--- src/rtl/rst_seq.sv ---
// rtl/rst_seq.sv - multi-domain reset release sequencer
// Releases STAGES reset domains in order, gated by per-domain acks, gaps and timeouts.
module rst_seq #(
   parameter int          STAGES  = 4,
   parameter logic [31:0] GAP     = 32'd1000,
   parameter logic [31:0] TIMEOUT = 32'h000fffff
) (
   input  logic              i_clk,
   input  logic              i_rstn,
   input  logic              i_start,
   input  logic [STAGES-1:0] i_ack,
   output logic [STAGES-1:0] o_rstn,
   output logic [2:0]        o_stage,
   output logic              o_done,
   output logic              o_err
);

   typedef enum logic [2:0] {S_IDLE, S_GAP, S_WAIT, S_DONE, S_ERR} state_t;

   localparam logic [2:0]        LAST = 3'(STAGES - 1);
   localparam logic [STAGES-1:0] ONE  = STAGES'(1);

   state_t            state;
   logic [31:0]       cnt;
   logic [2:0]        stg;
   logic [STAGES-1:0] sel;
   logic              ack_cur;

   // One-hot mask of the stage being processed; acks of other stages are ignored here.
   assign sel     = ONE << stg;
   assign ack_cur = |(i_ack & sel);
   assign o_stage = stg;

   always_ff @(posedge i_clk or negedge i_rstn) begin
      if (!i_rstn) begin
         state  <= S_IDLE;
         cnt    <= 32'd0;
         stg    <= 3'd0;
         o_rstn <= '0;
         o_done <= 1'b0;
         o_err  <= 1'b0;
      end else if (!i_start) begin
         state  <= S_IDLE;
         cnt    <= 32'd0;
         stg    <= 3'd0;
         o_rstn <= '0;
         o_done <= 1'b0;
         o_err  <= 1'b0;
      end else begin
         case (state)
            S_IDLE: begin
               state  <= S_GAP;
               cnt    <= 32'd0;
               stg    <= 3'd0;
               o_rstn <= '0;
            end
            S_GAP: begin
               if (cnt == GAP - 32'd1) begin
                  o_rstn <= o_rstn | sel;
                  cnt    <= 32'd0;
                  state  <= S_WAIT;
               end else begin
                  cnt <= cnt + 32'd1;
               end
            end
            S_WAIT: begin
               // An ack on the timeout edge still counts, so it is tested first.
               if (ack_cur) begin
                  if (stg == LAST) begin
                     state  <= S_DONE;
                     o_done <= 1'b1;
                  end else begin
                     stg   <= stg + 3'd1;
                     cnt   <= 32'd0;
                     state <= S_GAP;
                  end
               end else if (cnt == TIMEOUT - 32'd1) begin
                  state  <= S_ERR;
                  o_rstn <= '0;
                  o_err  <= 1'b1;
               end else begin
                  cnt <= cnt + 32'd1;
               end
            end
            S_DONE: begin
               if (i_ack != '1) begin
                  state  <= S_ERR;
                  o_rstn <= '0;
                  o_done <= 1'b0;
                  o_err  <= 1'b1;
               end
            end
            S_ERR: begin
               o_rstn <= '0;
               o_done <= 1'b0;
               o_err  <= 1'b1;
            end
            default: state <= S_IDLE;
         endcase
      end
   end

endmodule

--- config.mk ---
export PLATFORM = sky130hd
export DESIGN_NAME = rst_seq
export DESIGN_NICKNAME = d
export VERILOG_FILES = /design/src/rtl/rst_seq.sv
export SDC_FILE = /design/constraint.sdc
export NUM_CORES = 1
export LEC_CHECK = 0
export CAP_MARGIN = 0
export CORE_MARGIN = 4
export CORE_UTILIZATION = 40
export CTS_CLUSTER_DIAMETER = 150
export CTS_CLUSTER_SIZE = 10
export DETAILED_ROUTE_END_ITERATION = 12
export MAX_ROUTING_LAYER = met4
export SLEW_MARGIN = 15
export SYNTH_ARGS = -nofsm -noshare
export SYNTH_HDL_FRONTEND = slang
export SYNTH_SLANG_ARGS = --single-unit
--- constraint.sdc ---
create_clock -name i_clk -period 2.8 [get_ports i_clk]
set_input_delay 0.56 -clock i_clk [delete_from_list [all_inputs] [get_ports i_clk]]
set_output_delay 0.56 -clock i_clk [all_outputs]
set_load 0.02 [all_outputs]
Yosys cells after proc, flatten, opt, wreduce, memory -nomap -nowiden
Index checks and enable logic that the tools add are counted.
- add/sub/neg operators: 2
- divide/modulo/power cells: 0
- shift operators: 1
- equality and inequality tests: 23
- order comparisons: 0
- bitwise gates (word level): 2
- reduce and logical (&&, ||, !) cells: 9
- $mul: 0
- mux-type cells: 33
- operator list (cell ; count):
    32-bit two-way mux ; 5
    32-bit one-hot mux with 3 select lines ; 1
    32-bit by 1-bit adder with 32-bit output (second input constant) ; 1
    32-bit by 10-bit equality test with 1-bit output (second input constant) ; 1
    32-bit by 20-bit equality test with 1-bit output (second input constant) ; 1
    3-bit two-way mux ; 8
    3-bit inequality test (second input constant) ; 7
    4-bit two-way mux ; 5
    4-bit inequality test (second input constant) ; 4
    4-bit one-hot mux with 4 select lines ; 1
    3-bit one-hot mux with 5 select lines ; 1
    4-bit AND reduction ; 3
    3-bit by 2-bit equality test with 1-bit output (second input constant) ; 3
    1-bit two-way mux ; 8
    4-bit by 1-bit inequality test with 1-bit output (second input constant) ; 2
    1-bit one-hot mux with 3 select lines ; 2
    3-bit one-hot mux with 2 select lines ; 1
    3-bit AND reduction ; 2
    5-bit by 2-bit inequality test with 1-bit output (second input constant) ; 1
    5-bit AND reduction ; 1
    4-bit bitwise AND ; 1
    4-bit OR ; 1
    4-bit OR reduction ; 1
    1-bit by 3-bit left shift with 4-bit output (first input constant) ; 1
    other kinds (8) ; 8
- memories: 0
- input bits: 7
- RAM bits: 0
- latch bits: 0
- output and inout bits: 9
- register bits after elaboration: 44
- memory bits (read-only): 0

Logic depth before layout (Yosys ltp)
- depth in word-level cells: 6
- gate-level depth with buffers: 10
- depth with buffers taken out: 8

Worst setup path before layout
OpenSTA, ideal clock, no wires.
- path kind: reg2reg
- from: register stg[0], in the netlist o_stage[0]
- to: register cnt[9]
- stages on the path, launching flop included: 10
- path buffers: 1
- clock period less this slack: 2.539 ns
- required time: 2.717 ns
- path slack: 0.261 ns
- arrival time: 2.456 ns
- path through: dfrtp_1 -> inv_1 -> ha_1 -> a222oi_1 -> a2bb2oi_1 -> nand2_1 -> o21a_1 -> buf_2 -> or4_1 -> o21ai_0
- longest elaborated chain between the ends: 6
- elaborated cells on any way between the ends: 10
- those cells by class: eq/ne (3); shift (1); mux (3); bitwise (1); reduce/logical (2)
- ends and longest elaborated chain (item ; RTL line ; source):
    start: declaration ; 25 ; logic [2:0] stg;
    start signal: assignment ; 73 ; stg <= stg + 3'd1;
    1-bit by 3-bit left shift with 4-bit output ; 30 ; assign sel = ONE << stg;
    4-bit bitwise AND ; 31 ; assign ack_cur = |(i_ack & sel);
    4-bit OR reduction ; 31 ;
    32-bit two-way mux ; 68 ; if (ack_cur) begin
    32-bit one-hot mux with 3 select lines ; 50 ; case (state)
    32-bit two-way mux ; 42 ; end else if (!i_start) begin
    end signal: assignment ; 63 ; cnt <= cnt + 32'd1;
    end signal: assignment ; 82 ; cnt <= cnt + 32'd1;
    end: declaration ; 24 ; logic [31:0] cnt;
Parallel ways exist; a longest one is shown, timed or not.
A chain may end at the register's enable or synchronous reset.

Worst setup path after layout
- from: register cnt[17]
- to: register cnt[12]
- longest elaborated chain between the ends: 4
- elaborated cells on any way between the ends: 7
- those cells by class: eq/ne (3); mux (3); reduce/logical (1)
- ends and longest elaborated chain (item ; RTL line ; source):
    32-bit by 10-bit equality test with 1-bit output ; 58 ; if (cnt == GAP - 32'd1) begin
    32-bit two-way mux ; 58 ;
    32-bit one-hot mux with 3 select lines ; 50 ;
    32-bit two-way mux ; 42 ;
Parallel ways exist; a longest one is shown, timed or not.

==> impl_metrics.csv <==
group,metric,value,unit
clock_tree,clockBufferDepth,2,
clock_tree,cts_sinks,44,
placed_design,dp.cells,409,
power,p_total,1422,µW
clock_tree,postCtsSetupBuffers,0,
floorplan,die-area,8173,µm²
power,leakagePower,0.001282,µW
placed_design,pre_cts_ws,-0.1077,ns
detailed_routing,first_pass_iters,4,
sta,fin_tns_setup,0,ns
sta,maxSlewViolCount,0,
global_route,grt_start_max_net_pins,30,
synthesis,async_flop_share,100.0,%
sta,rsz0062_at_grt,"no",
min_path,worstHoldPathType,"primary input to async pin",
sta,slew_headroom,58.61,%
flow_run,maxCapViolCount,0,
sta,finalSetupViolCount,0,
layout,antenna_cells,0,
floorplan,fp.dieH,90.41,µm
synthesis,yosysWarnings,0,
setup_path,end_kind,"flop",
synthesis,syn-num-nets,323,
setup_path,cp.arrival,2.79,ns
synthesis,synthFlopType,"dfrtp_1",
placed_design,gp_congestion,0.8918,
floorplan,ioPinCount,16,
detailed_routing,wl,6505,µm
global_route,grt_overflow,0,
synthesis,synth_seq_cells,44,
synthesis,synth_edf_count,0,
clock_tree,cts_buffers,5,
sta,fmax,383.4,MHz
clock_tree,clock_latency,0.29,ns
outcome,status,"finished, final reports clean",
sta,finClkSkew,0.006035,ns
detailed_routing,via_count,2452,
clock_tree,root_buffer,"clkbuf_8",
floorplan,floorplan.rows,29,
floorplan,start_util,42.06,%
sta,fin_ws,0.1914,ns
placed_design,io_buffers,15,
synthesis,avgSynthCellArea,8.791,µm²
layout,area_growth_syn_to_layout,17.55,%
synthesis,synth_seq_area_share,40.53,%
detailed_routing,viasPerCell,5.894,
floorplan,core,6459,µm²
detailed_routing,drtAntennaViolNets,0,
global_route,grt_usage,17.35,%
sta,period_needed,2.609,ns
global_route,grt_pass1_vias,2414,
clock_tree,cts_tree,"built",
sta,whs,0.2056,ns
power,power.density,445.5,nW/µm²
global_route,antenna_found_initial,0,
synthesis,syn_area,2716,µm²
global_route,grt_pass1_wl,11560,µm
power,peakVddDrop,204.3,µV
layout,finalNonFillerCells,416,
sta,hold_viol,0,
synthesis,syn_inst,309,
clock_tree,clkSlewWorstSetupHoldPaths,0.08,ns
detailed_routing,wire_per_inst,15.64,µm
synthesis,ys_types,44,
floorplan,die_width,90.41,µm
setup_path,worstSetupPathType,"flop to flop",
detailed_routing,drc,0,
layout,multiInputGateArea,1479,µm²
setup_path,worst_setup_path_start_kind,"flop",
detailed_routing,drt-initial-drc-count,120,
layout,nNetsFinal,353,
setup_path,cp.required,2.98,ns
placed_design,dp_hpwl,4703,µm
clock_tree,htreeDepth,2,
sta,tightest_slew,0.6152,ns
layout,drive_gt1_share,12.98,%
setup_path,cp_max_fo,29,
layout,seqCellArea,1101,µm²
sta,period_share,93.16,%
layout,fillers,629,
per-stage QoR:
| step | util [%] | instance area [µm²] |
|---|---|---|
| final | 49.44 | 3193 |
| after global routing | 49.44 | 3193 |
| after CTS | 49.36 | 3188 |
| after detailed placement | 47.87 | 3092 |
| after global placement | 47.87 | 3092 |
| after floorplan | - | 2716 |
synthesized netlist by cell type, types with 7 or more instances:
master / n / area share [%]
dfrtp_1: 44 / 41
nand4_1: 13 / 3.0
nor3_1: 11 / 2.0
o21ai_0: 27 / 5.0
nor4_1: 8 / 1.8
a21oi_1: 17 / 3.1
or4_1: 13 / 3.6
inv_1: 20 / 2.8
nand3_1: 16 / 2.9
ha_1: 7 / 3.2
a22o_1: 8 / 2.6
nor2_1: 17 / 2.3
nand2_1: 24 / 3.3
layer usage:
metal,global-route usage (%),vias up,share of wire (%)
li1,-,1214,-
met3,2.750,9,3.0
met5,-,-,0
met2,27.07,40,47
met4,4.847,0,1.2
met1,23.45,1189,49
where the power goes:
part	switching (µW)	leakage, µW	internal, µW	total, µW
registers	21.5	0.000609	653	674
logic	171	0.000623	141	311
clock network	216	0.0000503	220	437
repair_timing:
item	CTS	global route
hold buffers	0	0
gates resized for setup	0	1
endpoints found under the setup margin	0	4
path summary, 6_finish.rpt:
kind                            startpoint   endpoint  slack, ns  cells past startpoint
worst max-delay path               cnt[17]    cnt[12]       0.19                      8
worst min-delay path                i_rstn  o_rstn[0]       0.21                      1
worst max register to register     cnt[17]    cnt[12]       0.19                      8
worst min register to register     cnt[31]    cnt[31]       0.50                      1
max in group asynchronous           i_rstn    cnt[21]       2.00                      2
min in group i_clk                 cnt[31]    cnt[31]       0.50                      1
registers in the layout, indices dropped and copies added (netlist names):
register / cells
cnt: 32
o_rstn: 4
o_stage: 3
state: 3
o_done: 1
o_err: 1
logic make-up after synthesis:
family                   after synthesis  share of synthesized area [%]
AO/OA/AOI/OAI                         84                          19.85
adder cells (fa/ha/maj)                7                          3.224
buffers and inverters                 32                          5.205
flip-flops                            44                          40.53
multiplexers                           9                          3.501
AND/OR/NAND/NOR                      133                          27.68
worst max-delay path, stage by stage (launching register included):
cell and delay [ns]:
dfrtp_1 0.43, or4_1 0.52, or4_4 0.44, nor4_4 0.30, o21a_1 0.20, buf_12 0.18
nor2_1 0.05, buf_4 0.17, a22o_1 0.21
area by class of cell:
type,instances,share of cell area (%)
timing repair buffer,35,10.82
inverter,20,2.351
multi-input combinational,233,46.32
clock buffer,7,3.017
sequential,44,34.48
tap,77,3.017
layout by cell type (no fill, tap or decap), drive strengths merged, types with 5 or more instances in the layout:
cell	synthesis	routed
nor2	17	17
and2	5	5
and3	6	6
nor4	9	9
nand2	24	24
a21oi	17	17
buf	7	21
ha	7	7
o21ai	32	32
mux2i	5	5
or4	14	14
clkbuf	5	7
clkdlybuf4s50	0	14
a22o	8	8
o21a	5	5
nor3	11	11
nand3	16	16
nand4	13	13
inv	20	20
dfrtp	44	44
(Power assumes the default switching activity.)
